--- src/rtl/fifo_arb_pkg.sv ---
// Shared definitions for the FIFO write-port arbiter.
// State encoding and default sizing.
package fifo_arb_pkg;

    localparam logic [0:0] ST_IDLE  = 1'b0;
    localparam logic [0:0] ST_GRANT = 1'b1;

    localparam int NREQ_DEF  = 4;
    localparam int DW_DEF    = 8;
    localparam int BURST_DEF = 4;

endpackage

--- src/rtl/fifo_wr_arbiter_rr_pick.sv ---
// Combinational round-robin priority encoder.
// Searches last+1, last+2, ... (mod NREQ) for the first request.
import fifo_arb_pkg::*;

module rr_pick #(
    parameter int NREQ = NREQ_DEF,
    parameter int IW   = $clog2(NREQ)
) (
    input  logic [NREQ-1:0] req,
    input  logic [IW-1:0]   last,
    output logic [NREQ-1:0] pick,
    output logic [IW-1:0]   idx
);

    logic          found;
    logic [IW-1:0] j;

    always_comb begin
        pick  = '0;
        idx   = '0;
        found = 1'b0;
        j     = '0;
        for (int i = 1; i <= NREQ; i++) begin
            j = IW'((int'(last) + i) % NREQ);
            if (!found && req[j]) begin
                found   = 1'b1;
                pick[j] = 1'b1;
                idx     = j;
            end
        end
    end

endmodule

--- src/rtl/fifo_wr_arbiter.sv ---
// Round-robin arbiter sharing the FIFO write port between NREQ producers.
// Each grant lasts at most BURST accepted words; fifo_full stalls in place.
import fifo_arb_pkg::*;

module fifo_wr_arbiter #(
    parameter int NREQ  = NREQ_DEF,
    parameter int DW    = DW_DEF,
    parameter int BURST = BURST_DEF
) (
    input  logic             clk,
    input  logic             rst,
    input  logic [NREQ-1:0]    req,
    input  logic [NREQ*DW-1:0] req_data,
    input  logic             fifo_full,
    output logic [NREQ-1:0]    ack,
    output logic [NREQ-1:0]    grant,
    output logic             fifo_wr_en,
    output logic [DW-1:0]      fifo_data_in,
    output logic             busy
);

    localparam int IW = $clog2(NREQ);
    localparam int CW = $clog2(BURST + 1);

    logic [0:0]      state;
    logic [IW-1:0]   last;
    logic [IW-1:0]   owner;
    logic [CW-1:0]   cnt;
    logic [NREQ-1:0] pick;
    logic [IW-1:0]   pick_idx;
    logic            accept;
    logic            last_word;

    rr_pick #(.NREQ(NREQ), .IW(IW)) u_pick (
        .req  (req),
        .last (last),
        .pick (pick),
        .idx  (pick_idx)
    );

    assign busy       = (state == ST_GRANT);
    assign accept     = busy & req[owner] & ~fifo_full;
    assign last_word  = (cnt == CW'(BURST - 1));
    assign fifo_wr_en = accept;
    assign ack        = accept ? grant : '0;

    // grant is one-hot, so an OR of masked lanes is the data mux
    always_comb begin
        fifo_data_in = '0;
        for (int i = 0; i < NREQ; i++) begin
            if (grant[i]) fifo_data_in = fifo_data_in | req_data[i*DW +: DW];
        end
    end

    always_ff @(posedge clk or posedge rst) begin
        if (rst) begin
            state <= ST_IDLE;
            grant <= '0;
            last  <= IW'(NREQ - 1);
            owner <= '0;
            cnt   <= '0;
        end else begin
            case (state)
                ST_IDLE: begin
                    if (|req) begin
                        state <= ST_GRANT;
                        grant <= pick;
                        owner <= pick_idx;
                        cnt   <= '0;
                    end
                end
                ST_GRANT: begin
                    if (!req[owner] || (accept && last_word)) begin
                        state <= ST_IDLE;
                        grant <= '0;
                        last  <= owner;
                    end else if (accept) begin
                        cnt <= cnt + CW'(1);
                    end
                end
                default: state <= ST_IDLE;
            endcase
        end
    end

endmodule

--- config.mk ---
export PLATFORM = sky130hd
export DESIGN_NAME = fifo_wr_arbiter
export DESIGN_NICKNAME = d
export VERILOG_FILES = /design/src/rtl/fifo_arb_pkg.sv /design/src/rtl/fifo_wr_arbiter_rr_pick.sv /design/src/rtl/fifo_wr_arbiter.sv
export SDC_FILE = /design/constraint.sdc
export NUM_CORES = 1
export LEC_CHECK = 0
export BUFFER_PORTS_ARGS = -buffer_cell sky130_fd_sc_hd__buf_4
export CORE_MARGIN = 5
export CORE_UTILIZATION = 40
export CTS_BUF_LIST = sky130_fd_sc_hd__clkbuf_16
export DETAILED_ROUTE_END_ITERATION = 7
export PLACE_DENSITY = 0.7
export SLEW_MARGIN = 20
export SYNTH_ARGS = -nofsm -noshare
export SYNTH_HDL_FRONTEND = slang
export SYNTH_HIERARCHICAL = 1
export SYNTH_SLANG_ARGS = --single-unit
--- constraint.sdc ---
create_clock -name clk -period 6.47 [get_ports clk]
set_input_delay 0 -clock clk [delete_from_list [all_inputs] [get_ports clk]]
set_output_delay 0 -clock clk [all_outputs]
set_load 0.05 [all_outputs]
# After elaboration in Yosys (flattened, before gate mapping)
# Cells that the tools add are included.
# Widths: inputs -> output; s select.
[word_totals]
input_bits = 39
word_cells = 96
ff_bits = 12
[classes]
n_reduce_logical = 18
eq_ne = 5
bitwise_logic = 10
addsub = 5
mux = 44
order_cmp = 9
[op_table]
columns = ["op", "count"]
rows = [
  ["$mux 8", 4],
  ["$mux 4", 7],
  ["$or 8x8->8", 3],
  ["$lt 2x3->1 const B", 5],
  ["$mux 1", 14],
  ["$or 4x4->4", 3],
  ["$bmux 1 s2", 5],
  ["$mux 3", 3],
  ["$demux 1 s2", 4],
  ["$ge 2x1->1 const B", 4],
  ["$logic_and 1x1->1", 8],
  ["$mux 2", 4],
  ["$pmux 4 s2", 1],
  ["$pmux 3 s2", 1],
  ["$reduce_and 2->1", 3],
  ["$add 2x1->2 const B", 2],
  ["$add 2x2->2 const B", 2],
  ["$logic_not 1->1", 4],
  ["$ne 2x1->1 const B", 2],
  ["$ne 2x2->1 const B", 2],
  ["$reduce_or 4->1", 1],
  ["$add 3x1->3 const B", 1],
  ["$eq 3x2->1 const B", 1],
  ["$reduce_and 3->1", 1],
  ["4 further kinds", 6],
]

# Longest topological paths before layout
[depth]
word_depth = 15
ltp_mapped = 9

# By module
# Netlist, hierarchy kept.
[by_module_without_submodules]
columns = ["mod", "seq_area_each_um2", "cells_per_inst", "n_inst", "area_each_um2"]
rows = [
  ["fifo_wr_arbiter", 302.8, 89, 1, 834.6],
  ["rr_pick", 0.0, 59, 1, 490.5],
]

# Worst setup path before layout
# No wires, ideal clock.
[synth_path]
path_type = "reg-to-reg"
from = "reg last[0]"
to = "reg grant[0]"
path_slack_ns = 4.217
arrival_ns = 2.125
period_less_slack_ns = 2.253
n_path_buf = 1
path_stages_with_launch = 10
setup_time_ns = 0.129
required_time_ns = 6.341
path_cell_list = "dfstp_2 buf_4 inv_1 ha_1 mux4_2 nand2_1 o21ai_1 a221o_1 nand2_1 a21oi_1"
[synth_via]
elab_chain_len = 15
[synth_lines]
columns = ["element", "line", "rtl"]
rows = [
  ["start, declared", "fifo_wr_arbiter.sv:26", "logic [IW-1:0] last;"],
  ["start signal, assigned", "fifo_wr_arbiter.sv:59", "last <= IW'(NREQ - 1);"],
  ["start signal, assigned", "fifo_wr_arbiter.sv:76", "last <= owner;"],
  ["branches (longest 12 deep; another with $lt 2x3->1)", "-", ""],
  ["$mux 4 (*)", "fifo_wr_arbiter_rr_pick.sv:25", "if (!found && req[j]) begin"],
  ["named net pick[0]", "fifo_wr_arbiter.sv:29", "logic [NREQ-1:0] pick;"],
  ["$mux 4 (*)", "fifo_wr_arbiter.sv:65", "if (|req) begin"],
  ["$pmux 4 s2 (*)", "fifo_wr_arbiter.sv:63", "case (state)"],
  ["end signal, assigned", "fifo_wr_arbiter.sv:67", "grant <= pick;"],
  ["end, declared", "fifo_wr_arbiter.sv:16", "output logic [NREQ-1:0] grant,"],
]
# Mark *: on every way through the listed nets, which the timed path passes. The select of a mux whose other input is x is not followed.
# A chain may end at the register's enable or synchronous reset.

# Worst setup path after layout
# Ends and elaborated chain as after synthesis.

==> impl_metrics.toml <==
[status]
status = "finished, final reports clean"

[floorplan]
ioPinCount = 57
die_w_um = 67.56
coreArea_um2 = 3103
rows = 20
die_h_um = 67.56
initial_core_util = 0.4270
die-area_um2 = 4564

[logic_synthesis]
synth-warning-count = 6
synth_nets = 197
synth_area_leader_cell = "dfrtp_1"
synth_area_leaders = "dfrtp_1, a22oi_1, ha_1, nand2_1, mux4_2"
synth_edf_count = 0
yosys.area.top_type_share = 0.1889
ys_seq_area_frac = 0.2285
async_flop_share = 1.000
avgSynthCellArea_um2 = 8.953
syn-cell-area_um2 = 1325
ys.flop_type = "dfrtp_1"
synthCells = 148
synth_cell_types = 40
ys_ff_latch = 12

[sta]
setup_violations = 0
fin_skew_ns = 0.001543
max_freq_ghz = 0.4122
period_minus_slack_ns = 2.426
finalSetupTns_ns = 0
slew_headroom = 0.6118
hold_viol = 0
rsz0062_at_grt = "false"
period_share = 0.3749
worst_pin_slew_ns = 0.5761
drv_slew = 0

[min_path]
worstHoldPathType = "in2reg"

[final_layout]
multi_input_area_um2 = 943.4
fin_util = 0.5919
register_area_um2 = 302.8
diodes = 0
num-fill-cells = 295
drive_above_1_share = 0.4100
syn_to_final_growth_pct = 38.62
nets = 251

[power_and_ir_drop]
powerDensity_nw_per_um2 = 558.8
sequentialPowerShare = 0.192
p_leak_nw = 0.8561
intPower_uw = 463.9
p_sw_uw = 562.5
ir_worst_vdd_mv = 0.2260
power_frac_clock = 0.106
switching_share = 0.5480
power_frac_comb = 0.702

[drt]
final_antenna_net_count = 0
vias = 1324
dr.pass1.iters = 4
drt-wirelength-per-cell_um = 14.69
drc = 0
wl_um = 3585
viasPerCell = 5.426
detail_route.iter0.violations = 52

[place]
finalWeightedCongestion = 0.8509
io_buffers = 56
dp_hpwl_um = 2873

[cts]
cts_resized = 0
clock_path_buffers = 2
worstSkewPairLatency_ns = 0.24
numCtsBuffers = 3
clock-sinks = 12
cts_max_level = 1
cts_tree = "built"
postCtsSetupBuffers = 0
clkTransAtPathRegs_ns = 0.04
root_buffer = "clkbuf_16"

[global_routing]
grt.total_usage = 0.1600
grt_pass1_wl_um = 5616
grt_overflow = 0
grt_start_max_net_pins = 20
antenna_found_initial = 0
grt_pass1_vias = 1242

[setup_path]
critPathRequiredTime_ns = 6.58
setup.worst_path.class = "reg2reg"
arrival_ns = 2.54
start_kind = "flip-flop"
path_max_fanout = 19
cp-end-kind = "flip-flop"

[run]
drv_cap = 0
[layer usage]
metal	wire, um	track usage
met5	0	0
met4	51	0.06582
met3	539	0.04326
met2	1611	0.2904
met1	1383	0.1731
[worst max-delay path, cell delays in order, from the launching register on]
cell,delay (ns)
dfstp_2,0.74
inv_1,0.16
ha_1,0.42
mux4_2,0.43
nand2_1,0.11
o21ai_1,0.06
a221o_1,0.26
nand2_1,0.06
a21oi_1,0.06
[cells in the final DEF, fill, tap and decap left out, types with 3 or more instances in the layout]
cell / count
o21ai_0: 10
mux4_2: 3
nand2_1: 23
nor2_1: 5
o21ai_1: 6
buf_4: 56
clkbuf_16: 3
a22oi_1: 17
and2_2: 4
dfrtp_1: 10
mux2i_1: 3
inv_1: 7
a21oi_1: 9
a221o_1: 4
ha_1: 10
mux2_2: 3
[path summary, 6_finish.rpt]
check	slack [ns]	start	end	depth (start not counted)
worst max register to register	4.04	last[0]	grant[0]	8
worst min-delay path	0.18	req[1]	busy	3
max in group asynchronous	5.80	rst	last[0]	3
worst max-delay path	4.04	last[0]	grant[0]	8
min in group asynchronous	0.33	rst	cnt[0]	3
worst min register to register	0.48	cnt[0]	cnt[0]	1
[sequential cells by signal (all words and copies together), names as in the netlist]
signal	count
busy	1
grant	4
last	2
cnt	3
owner	2
[layout make-up]
cell class | instances | share of cell area
tap | 44 | 0.02997
inverter | 8 | 0.01635
clock buffer | 3 | 0.04087
multi-input combinational | 120 | 0.5136
sequential | 12 | 0.1649
timing repair buffer | 57 | 0.2343
[per-stage QoR]
step / area [um2] / hold WS (ns) / setup slack, ns / power, mW / cells
finish: 1837 / 0.1761 / 4.044 / 1.026 / 244
global route: 1837 / 0.2515 / 3.872 / 1.103 / 244
CTS: 1837 / 0.1693 / 4.053 / 1.031 / 244
detailed placement: 1752 / 0.03972 / 4.064 / 0.9175 / 240
global placement: 1752 / 0.03338 / 4.130 / 0.9052 / 240
floorplan: 1325 / -0.1367 / 4.217 / 0.7288 / 148
[what timing repair did]
action	4_1_cts	5_1_grt
setup endpoints to repair	0	0
hold buffers	1	0
hold endpoints to repair	10	0
[power by group through the flow]
| stage | clock network [mW] | logic, mW | registers (mW) |
|---|---|---|---|
| after floorplan | 0 | 0.530 | 0.199 |
| after global placement | 0 | 0.711 | 0.195 |
| after detailed placement | 0 | 0.719 | 0.199 |
| after CTS | 0.112 | 0.722 | 0.197 |
| after global routing | 0.117 | 0.776 | 0.209 |
| final | 0.109 | 0.720 | 0.197 |
[Yosys cell counts (2+ instances only)]
cell      number
buf_1          2
and2_2         4
buf_6          2
inv_1          7
o21ai_1        6
and2b_4        2
dfrtp_1       10
mux2i_1        3
mux2_1         2
ha_1          10
a221o_1        4
nor2_1         5
nand2_1       23
mux2_2         3
dfstp_2        2
a21oi_1        9
o21ai_0       10
a22oi_1       17
clkbuf_1       3
and3b_1        2
mux4_2         3
[logic make-up (layout without fill, tap and decap cells)]
| family | after synthesis | count (layout) | share of synthesized area |
|---|---|---|---|
| and+or+nand+nor | 43 | 43 | 0.1851 |
| buffers and inverters | 16 | 68 | 0.05949 |
| adders and majority gates | 10 | 10 | 0.09443 |
| muxes | 11 | 11 | 0.1161 |
| AOI/OAI and AO/OA | 56 | 56 | 0.3163 |
| DFF | 12 | 12 | 0.2285 |
Note: power is estimated with default switching activity, not from simulation.
